File: config.mk
export PLATFORM = sky130hd
export DESIGN_NAME = fetch_sequencer
export DESIGN_NICKNAME = d
export VERILOG_FILES = /design/src/rtl/fetch_sequencer.sv
export SDC_FILE = /design/constraint.sdc
export NUM_CORES = 1
export LEC_CHECK = 0
export CORE_MARGIN = 2
export CORE_UTILIZATION = 44
export CTS_BUF_LIST = sky130_fd_sc_hd__clkbuf_8
export DETAILED_ROUTE_END_ITERATION = 16
export GPL_TIMING_DRIVEN = 1
export PLACE_DENSITY = 0.7
export SKIP_LAST_GASP = 1
export SLEW_MARGIN = 0
export SYNTH_ARGS = -nofsm -noshare
export SYNTH_HDL_FRONTEND = slang
export SYNTH_SLANG_ARGS = --single-unit
File: constraint.sdc
create_clock -name CLK -period 4.3 [get_ports CLK]
set_input_delay 0.43 -clock CLK [delete_from_list [all_inputs] [get_ports CLK]]
set_output_delay 0.43 -clock CLK [all_outputs]
set_load 0.05 [all_outputs]
File: src/rtl/fetch_sequencer.sv
// fetch_sequencer
//   Instruction fetch controller. Drives the program counter register
//   (pc_next / w_pc), runs a level req/ack read handshake towards
//   instruction memory and hands fetched words to decode.
//
//   Optional feature macro: FETCH_TIMEOUT_EN
//     defined   : ack timeout counter; after MAX_WAIT consecutive cycles in
//                 REQ without ack the request is dropped, fault is set
//                 (sticky until RESET) and the FSM goes to HALT.
//     undefined : REQ waits forever, fault is tied low.
//
//   Ports
//     CLK, RESET           clock (rising edge), async active-high reset
//     start                leave IDLE/HALT, fetch from RESET_VECTOR
//     halt                 stop at next transaction boundary
//     stall                decode cannot accept, hold current instruction
//     redirect, redirect_addr   taken branch/jump and its target
//     imem_ack, imem_rdata memory response
//     imem_req, imem_addr  memory request (level) and address
//     pc_next, w_pc        program counter value and 1-cycle write pulse
//     instr, instr_valid   instruction to decode
//     fault                sticky fetch timeout flag
//     state                FSM state for debug
//
//   state | meaning
//   ------+-------------------------------------------------------------
//   IDLE  | 00: after reset, nothing requested
//   REQ   | 01: imem_req high, waiting for ack at imem_addr
//   HOLD  | 10: decode stalled, instruction held valid, no request
//   HALT  | 11: stopped, only start or RESET leaves

module fetch_sequencer #(
    parameter int                 ADDR_W       = 32,
    parameter logic [ADDR_W-1:0]  RESET_VECTOR = '0,
    parameter int unsigned        INC          = 4,
    parameter int unsigned        MAX_WAIT     = 15
) (
    input  logic              CLK,
    input  logic              RESET,
    input  logic              start,
    input  logic              halt,
    input  logic              stall,
    input  logic              redirect,
    input  logic [ADDR_W-1:0] redirect_addr,
    input  logic              imem_ack,
    input  logic [31:0]       imem_rdata,
    output logic              imem_req,
    output logic [ADDR_W-1:0] imem_addr,
    output logic [ADDR_W-1:0] pc_next,
    output logic              w_pc,
    output logic [31:0]       instr,
    output logic              instr_valid,
    output logic              fault,
    output logic [1:0]        state
);

    localparam logic [1:0] S_IDLE = 2'b00;
    localparam logic [1:0] S_REQ  = 2'b01;
    localparam logic [1:0] S_HOLD = 2'b10;
    localparam logic [1:0] S_HALT = 2'b11;

    logic [1:0]        state_q, state_d;
    logic [ADDR_W-1:0] pc_q, pc_d;
    logic [ADDR_W-1:0] pc_next_q, pc_next_d;
    logic              w_pc_q, w_pc_d;
    logic              imem_req_q, imem_req_d;
    logic [ADDR_W-1:0] imem_addr_q, imem_addr_d;
    logic [31:0]       instr_q, instr_d;
    logic              instr_valid_q, instr_valid_d;
    logic              fault_q, fault_d;
    logic              redir_pend_q, redir_pend_d;
    logic [ADDR_W-1:0] redir_addr_q, redir_addr_d;
    logic              halt_pend_q, halt_pend_d;
    logic              halt_eff;
    logic              timeout;

    assign halt_eff = halt | halt_pend_q;

`ifdef FETCH_TIMEOUT_EN
    localparam int               CNT_W    = $clog2(MAX_WAIT + 1);
    localparam logic [CNT_W-1:0] CNT_LOAD = CNT_W'(MAX_WAIT - 1);

    logic [CNT_W-1:0] cnt_q, cnt_d;

    // Down-counter reloaded outside REQ and on every ack; terminal count
    // with no ack marks the MAX_WAIT-th consecutive empty cycle.
    assign timeout = (state_q == S_REQ) && !imem_ack && (cnt_q == '0);

    always_comb begin
        cnt_d = cnt_q;
        if ((state_q != S_REQ) || imem_ack)
            cnt_d = CNT_LOAD;
        else if (cnt_q != '0)
            cnt_d = cnt_q - CNT_W'(1);
    end

    always_ff @(posedge CLK or posedge RESET) begin
        if (RESET)
            cnt_q <= CNT_LOAD;
        else
            cnt_q <= cnt_d;
    end
`else
    assign timeout = 1'b0;
`endif

    // State and output registers
    always_ff @(posedge CLK or posedge RESET) begin
        if (RESET) begin
            state_q       <= S_IDLE;
            pc_q          <= RESET_VECTOR;
            pc_next_q     <= '0;
            w_pc_q        <= 1'b0;
            imem_req_q    <= 1'b0;
            imem_addr_q   <= '0;
            instr_q       <= '0;
            instr_valid_q <= 1'b0;
            fault_q       <= 1'b0;
            redir_pend_q  <= 1'b0;
            redir_addr_q  <= '0;
            halt_pend_q   <= 1'b0;
        end else begin
            state_q       <= state_d;
            pc_q          <= pc_d;
            pc_next_q     <= pc_next_d;
            w_pc_q        <= w_pc_d;
            imem_req_q    <= imem_req_d;
            imem_addr_q   <= imem_addr_d;
            instr_q       <= instr_d;
            instr_valid_q <= instr_valid_d;
            fault_q       <= fault_d;
            redir_pend_q  <= redir_pend_d;
            redir_addr_q  <= redir_addr_d;
            halt_pend_q   <= halt_pend_d;
        end
    end

    // Next-state logic; priority redirect > halt > stall
    always_comb begin
        state_d = state_q;
        case (state_q)
            S_IDLE: begin
                if (halt)
                    state_d = S_HALT;
                else if (start)
                    state_d = S_REQ;
            end
            S_REQ: begin
                if (timeout)
                    state_d = S_HALT;
                else if (imem_ack) begin
                    if (redirect || redir_pend_q)
                        state_d = S_REQ;
                    else if (halt_eff)
                        state_d = S_HALT;
                    else if (stall)
                        state_d = S_HOLD;
                    else
                        state_d = S_REQ;
                end
            end
            S_HOLD: begin
                if (redirect)
                    state_d = S_REQ;
                else if (halt_eff)
                    state_d = S_HALT;
                else if (!stall)
                    state_d = S_REQ;
            end
            default: begin
                if (start)
                    state_d = S_REQ;
            end
        endcase
    end

    // Output / datapath next values
    always_comb begin
        pc_d          = pc_q;
        pc_next_d     = pc_next_q;
        w_pc_d        = 1'b0;
        instr_d       = instr_q;
        instr_valid_d = 1'b0;
        fault_d       = fault_q | timeout;
        redir_pend_d  = redir_pend_q;
        redir_addr_d  = redir_addr_q;

        case (state_q)
            S_REQ: begin
                if (timeout) begin
                    redir_pend_d = 1'b0;
                end else if (imem_ack) begin
                    if (redirect) begin
                        // Live redirect beats any older latched target
                        pc_d         = redirect_addr;
                        w_pc_d       = 1'b1;
                        redir_pend_d = 1'b0;
                    end else if (redir_pend_q) begin
                        pc_d         = redir_addr_q;
                        w_pc_d       = 1'b1;
                        redir_pend_d = 1'b0;
                    end else begin
                        instr_d       = imem_rdata;
                        instr_valid_d = 1'b1;
                        pc_d          = pc_q + ADDR_W'(INC);
                        w_pc_d        = 1'b1;
                    end
                end else if (redirect) begin
                    // Request cannot be withdrawn; remember target for the ack
                    redir_pend_d = 1'b1;
                    redir_addr_d = redirect_addr;
                end
            end
            S_HOLD: begin
                if (redirect) begin
                    pc_d   = redirect_addr;
                    w_pc_d = 1'b1;
                end else begin
                    instr_valid_d = (state_d == S_HOLD);
                end
            end
            default: begin
                if (state_d == S_REQ) begin
                    pc_d         = RESET_VECTOR;
                    w_pc_d       = 1'b1;
                    redir_pend_d = 1'b0;
                end
            end
        endcase

        if (w_pc_d)
            pc_next_d = pc_d;

        if (state_d == S_HALT)
            halt_pend_d = 1'b0;
        else
            halt_pend_d = halt_pend_q |
                          (halt && ((state_q == S_REQ) || (state_q == S_HOLD)));

        imem_req_d  = (state_d == S_REQ);
        imem_addr_d = pc_d;
    end

    assign state       = state_q;
    assign imem_req    = imem_req_q;
    assign imem_addr   = imem_addr_q;
    assign pc_next     = pc_next_q;
    assign w_pc        = w_pc_q;
    assign instr       = instr_q;
    assign instr_valid = instr_valid_q;
    assign fault       = fault_q;

endmodule

==> results.yml <==
finish:
  layout-drive-gt1-share: 0.103
  nNetsFinal: 974
  diodes: 0
  flow.area_growth_from_synthesis_pct: 31.1
  finalCoreUtilization: 0.591
power_and_ir_drop:
  powerDensity_nw_per_um2: 847
  static-leakage-power_uw: 0.00404
  switchingPower_uw: 4020
  combinational_share_of_power: 0.553
  power.ir.vdd_worst_mv: 0.459
  share_clk_of_total_power: 0.132
  power.share.sequential: 0.315
  switching_share: 0.505
  cellInternalPower_uw: 3940
routing:
  routed_wl_met3_um: 2030
  wl_per_cell_um: 19.0
  dr.first_iter.drc_count: 604
  wirelength_met1_um: 9080
  count_of_vias_placed_by_the_detailed_router: 6428
  met2RoutedLength_um: 9890
  routed.top_layer: "met4"
  vias_per_cell: 5.71
  totalWireLength_um: 21400
  drcViolationCount: 0
  drt.antenna.violating_nets: 0
  dr.pass1.iters: 5
synth:
  synthXorXnorAreaFrac: 0.0220
  cell_area_after_technology_mapping_um2: 7160
  synth_nets: 831
  synth-simple-area-share: 0.191
  ys_async_sr_fraction: 1.00
  number_of_synthesized_flops_with_an_enable_pin: 0
  ys_seq_elements: 135
  yosysWarningCount: 0
  yosysSeqAreaShare: 0.472
  synth_compound_gate_area_share: 0.202
  average_cell_area_after_synthesis_um2: 9.48
  yosys.cell_types.count: 66
  post_synth_inst_count: 755
  synth_top_family_by_area: "compound AO/OA/AOI/OAI gates"
  dominantRegCellSynth: "sky130_fd_sc_hd__dfrtp_1"
  synth.mux.area_fraction: 0.0545
  synth-adder-area-share: 0.00874
clocking:
  cts_inserted_buffers: 17
  clk-insertion-delay-late_ps: 450
  cts_htree_levels: 4
  post_cts.repair.setup_buffers: 0
  clk_root_buffer_cell: "sky130_fd_sc_hd__clkbuf_8"
  cts_hold_repair.buffers: 0
  number_of_sinks_on_the_clock_net: 135
  clkTransAtPathRegs_ps: 80
  tritoncts: "yes"
  ctsResizeCount: 0
  clock_path_buffers: 2
global_route:
  initial_antenna_violation_count: 0
  grt_start_max_net_pins: 95
  via_count_of_the_first_global_routing_pass: 6278
  final_global_route_overflow_total: 0
  track_usage: 0.253
  grt_first_pass_wirelength_um: 34700
worst_setup_path:
  critical_path.startpoint_type: "register"
  setup.worst_path.end_class: "register"
  required_ps: 4620
  path_max_fanout: 26
  path_class: "register to register"
  critPathArrivalTime_ps: 3220
hold_path:
  hold_path_class: "register to register"
timing:
  fin_crit_sh: 0.675
  final_hold_viol_count: 0
  highest_attainable_clock_frequency_mhz: 345
  final-setup-viol-count: 0
  fin_tns_setup_ps: 0
  slew_headroom: 0.428
  timing_worst_slew_pin_value_ps: 858
  grt_setup_unrepaired: "no"
  max_slew_violation_count: 0
  post-route-min-period_ps: 2900
  clock_skew_ps: 16.0
floorplan:
  rows: 46
  fp.dieH_um: 132
  core_area_um2: 15900
  die_w_um: 132
  starting_utilization_of_the_core_area: 0.451
  die_area_um2: 17300
  top_level_ports: 173
place:
  port_buffers: 171
  dp_hpwl_um: 15000
  place.gp.congestion: 0.862
job:
  maxCapViolCount: 0
run_status:
  run_status: "finished, final reports clean"
-- per-stage QoR --
step / area, um^2 / std cells / setup WS [ps] / total power (uW) / hold WS, ps
2_1_floorplan: 7160 / 755 / 259 / 5400 / 450
3_3_place_gp: 8990 / 1095 / 1070 / 6850 / 456
3_5_place_dp: 8990 / 1095 / 980 / 6910 / 462
4_1_cts: 9390 / 1126 / 1400 / 7980 / 470
5_1_grt: 9390 / 1126 / 1180 / 8400 / 486
6_report: 9390 / 1126 / 1400 / 7950 / 476
-- logic make-up (layout without fill, tap and decap cells) --
family / count (synthesis) / after routing
compound gates: 203 / 203
mux: 35 / 35
flops: 135 / 135
xor+xnor: 18 / 18
fa+ha+maj: 5 / 5
other cells: 1 / 1
simple gates: 282 / 282
buf+inv: 76 / 231
-- power by group through the flow --
stage,clock network (uW),logic (uW),registers [uW]
final,1050,4400,2500
after CTS,1070,4420,2490
after detailed placement,0,4410,2500
after floorplan,0,1700,3700
after global routing,1120,4690,2580
after global placement,0,4360,2500
-- worst max-delay path, cell delays in order (launching register included) --
cell	delay, ps
sky130_fd_sc_hd__dfrtp_1	480
sky130_fd_sc_hd__inv_1	110
sky130_fd_sc_hd__ha_1	420
sky130_fd_sc_hd__and2_1	500
sky130_fd_sc_hd__or2_1	540
sky130_fd_sc_hd__buf_4	380
sky130_fd_sc_hd__o211ai_1	130
sky130_fd_sc_hd__a22o_1	210
-- sequential cells by signal, summed over array words and instances (netlist names) --
register and count:
state 2, pc_next 32, redir_addr_q 32, instr_valid 1, redir_pend_q 1, instr 32, w_pc 1, imem_addr 32
imem_req 1, halt_pend_q 1
-- cells in the mapped netlist, types with 3 or more instances --
cell	n	area share
sky130_fd_sc_hd__nand2b_1	6	0.0052
sky130_fd_sc_hd__a222oi_1	19	0.027
sky130_fd_sc_hd__a22oi_1	4	0.0042
sky130_fd_sc_hd__nand4_1	9	0.0079
sky130_fd_sc_hd__o32ai_1	3	0.0037
sky130_fd_sc_hd__o211a_1	6	0.0084
sky130_fd_sc_hd__o21ai_1	23	0.016
sky130_fd_sc_hd__xnor2_1	13	0.016
sky130_fd_sc_hd__nor4_1	5	0.0044
sky130_fd_sc_hd__a22o_1	32	0.039
sky130_fd_sc_hd__nor3_1	7	0.0049
sky130_fd_sc_hd__ha_1	5	0.0087
sky130_fd_sc_hd__inv_1	15	0.0079
sky130_fd_sc_hd__clkbuf_1	26	0.014
sky130_fd_sc_hd__buf_1	6	0.0031
sky130_fd_sc_hd__nand3_1	18	0.013
sky130_fd_sc_hd__nor2b_1	8	0.0070
sky130_fd_sc_hd__and3_1	11	0.0096
sky130_fd_sc_hd__a31oi_1	7	0.0061
sky130_fd_sc_hd__and4_1	4	0.0049
sky130_fd_sc_hd__mux2_2	32	0.050
sky130_fd_sc_hd__and2_1	3	0.0026
sky130_fd_sc_hd__nand2_1	163	0.085
sky130_fd_sc_hd__xor2_1	5	0.0061
sky130_fd_sc_hd__nor4_2	4	0.0070
sky130_fd_sc_hd__mux2i_1	3	0.0042
sky130_fd_sc_hd__buf_6	3	0.0047
sky130_fd_sc_hd__a21oi_1	23	0.016
sky130_fd_sc_hd__o211ai_1	6	0.0063
sky130_fd_sc_hd__a221o_1	5	0.0070
sky130_fd_sc_hd__a221oi_1	4	0.0049
sky130_fd_sc_hd__buf_4	6	0.0063
sky130_fd_sc_hd__nor2_1	26	0.014
sky130_fd_sc_hd__dfrtp_1	135	0.47
sky130_fd_sc_hd__a21o_1	12	0.013
sky130_fd_sc_hd__buf_2	20	0.014
sky130_fd_sc_hd__o21ai_0	41	0.029
-- cells in the final DEF, fill, tap and decap left out, types with 5 or more instances in the layout --
master	count
sky130_fd_sc_hd__a21o_1	12
sky130_fd_sc_hd__and3_1	11
sky130_fd_sc_hd__o21ai_0	41
sky130_fd_sc_hd__a22o_1	32
sky130_fd_sc_hd__a221o_1	5
sky130_fd_sc_hd__a222oi_1	19
sky130_fd_sc_hd__clkbuf_8	19
sky130_fd_sc_hd__o21ai_1	23
sky130_fd_sc_hd__xor2_1	5
sky130_fd_sc_hd__xnor2_1	13
sky130_fd_sc_hd__nand2b_1	6
sky130_fd_sc_hd__a21oi_1	23
sky130_fd_sc_hd__nor3_1	7
sky130_fd_sc_hd__nand4_1	9
sky130_fd_sc_hd__nor2b_1	8
sky130_fd_sc_hd__nor4_1	5
sky130_fd_sc_hd__inv_1	15
sky130_fd_sc_hd__a31oi_1	7
sky130_fd_sc_hd__clkdlybuf4s50_1	171
sky130_fd_sc_hd__mux2_2	32
sky130_fd_sc_hd__o211ai_1	6
sky130_fd_sc_hd__nor2_1	26
sky130_fd_sc_hd__ha_1	5
sky130_fd_sc_hd__dfrtp_1	135
sky130_fd_sc_hd__buf_4	13
sky130_fd_sc_hd__nand3_1	18
sky130_fd_sc_hd__o211a_1	6
sky130_fd_sc_hd__nand2_1	163
-- layout make-up --
| class | instances | area (um^2) |
|---|---|---|
| clock buffer | 19 | 262 |
| fill | 1440 | 6500 |
| sequential | 135 | 3380 |
| timing repair buffer | 185 | 1830 |
| multi-input combinational | 544 | 3450 |
| tap | 216 | 270 |
| inverter | 15 | 61.3 |
| clock inverter | 12 | 130 |
-- path summary, 6_finish.rpt --
check                          from               end  slack (ps)  cells after the start
max                        state[0]       pc_next[25]        1400                      7
max in group asynchronous     RESET  redir_addr_q[27]        2880                      3
min reg2reg                instr[4]          instr[4]         480                      2
max reg2reg                state[0]       pc_next[25]        1400                      7
min in group asynchronous     RESET         instr[24]         520                      2
min                        instr[4]          instr[4]         480                      2
-- layer usage --
metal,global-route usage,up-vias
met1,0.330,3101
met4,0.0930,0
li1,-,3010
met3,0.0837,34
met2,0.395,283
met5,0,-
Note: power is estimated with default switching activity, not from simulation.
==> RTL edit (same settings) <==
Build with the macro `FETCH_TIMEOUT_EN` defined.
--- a/src/rtl/fetch_sequencer.sv
+++ b/src/rtl/fetch_sequencer.sv
@@ -29,6 +29,8 @@
 //   HOLD  | 10: decode stalled, instruction held valid, no request
 //   HALT  | 11: stopped, only start or RESET leaves
 
+`define FETCH_TIMEOUT_EN
+
 module fetch_sequencer #(
     parameter int                 ADDR_W       = 32,
     parameter logic [ADDR_W-1:0]  RESET_VECTOR = '0,
Function: no difference found for any inputs over 4 cycles, from zero or initial values and one cycle with RESET high; that may be too few to reach the edited logic, so the function may still have changed.
==> RTL edit against the original RTL <==
  * Setup slack worse by 0.25 ns
  * Total power is 8.7% higher
  * Maximum frequency is 7.8% lower
  * Area after synthesis is 2.8% higher
  * Register-to-register slack worse by 0.06 ns
  * Sequential cell count is 5 higher
  * Cell area is 3.2% higher
  * Count of clock-buffer cells in the layout is 2 lower
  * Routed wire length is 5.7% higher
  * Highest routed layer unchanged
==> RTL edit: results <==
group,metric,value,unit
cells_and_area,final_nets,1045,
min_path,hold_end,"instr[31]",
cells_and_area,drive_gt1_frac,0.101,
cells_and_area,regArea,3510,um^2
sta,finClkSkew,0.0134,ns
critical_path,crit_family,"buffers and inverters",
synthesis,synth_compound_area_frac,0.199,
grt,grt_usage,0.262,
cells_and_area,n_all_buffers,188,
sta,worstMarginPinSlew,0.994,ns
cells_and_area,multi_input_gates,603,
outcome,status,"finished clean",
grt,grt_max_degree,107,
cells_and_area,multi_input_area_share,0.370,
critical_path,r2r_end,"pc_next[26]",
synthesis,synthMuxAreaShare,0.0517,
cells_and_area,syn_to_final_growth,31.5,%
placed_design,dpl.hpwl,15100,um
cells_and_area,clkbuf_count,17,
detailed_routing,dr.first_iter.drc_count,659,
synthesis,syn_nets,897,
cells_and_area,buf_share,0.190,
min_path,hp-start,"instr[31]",
critical_path,cpPeakStageDelay,0.86,ns
synthesis,synth_fa_ha_area_frac,0.0119,
placed_design,finalWeightedCongestion,0.913,
detailed_routing,avgViaCountPerCell,5.83,
-- RTL edit: layer usage --
metal	vias up	GRT usage	routed length (um)
li1	3218	-	-
met1	3367	0.360	9680
met2	361	0.377	9890
met3	46	0.0925	2450
met4	0	0.108	657
met5	-	0	0
-- RTL edit: worst max-delay path by stage --
| stage | end | slack, ns | depth (start not counted) |
|---|---|---|---|
| finish | imem_addr[14] | 1.15 | 9 |
| global route | imem_addr[14] | 1.02 | 9 |
| CTS | imem_addr[14] | 1.28 | 9 |
| detailed placement | imem_addr[14] | 0.92 | 9 |
| global placement | imem_addr[14] | 1.0 | 9 |
| floorplan | cnt_q[0] | 0.12 | 1 |
-- RTL edit: metrics by stage --
stage | setup WS [ns] | utilization | hold slack, ns | cells
after global placement | 0.999 | 0.563 | 0.450 | 1168
final | 1.15 | 0.588 | 0.474 | 1200
after CTS | 1.28 | 0.588 | 0.471 | 1200
after global routing | 1.02 | 0.588 | 0.471 | 1200
after floorplan | 0.122 | - | 0.472 | 819
after detailed placement | 0.915 | 0.563 | 0.462 | 1168
-- RTL edit: cell families (layout without fill, tap and decap cells) --
family,count (synthesis),count (layout)
flops,140,140
buf+inv,76,237
compound gates,220,220
xor+xnor,17,17
mux,34,34
simple gates,325,325
fa+ha+maj,7,7
-- RTL edit: power groups by stage --
stage / Sequential (mW) / Combinational, mW / Clock, mW
6_report: 2.55 / 4.98 / 1.11
4_1_cts: 2.54 / 4.98 / 1.14
3_5_place_dp: 2.56 / 4.96 / 0
5_1_grt: 2.64 / 5.33 / 1.19
3_3_place_gp: 2.55 / 4.93 / 0
2_1_floorplan: 3.78 / 2.05 / 0
-- RTL edit: tightest hold or removal path, delay by kind of cell (launching register included) --
kind             cells  cell delay [ns]
flip-flops           1             0.34
AND/OR/NAND/NOR      2             0.10
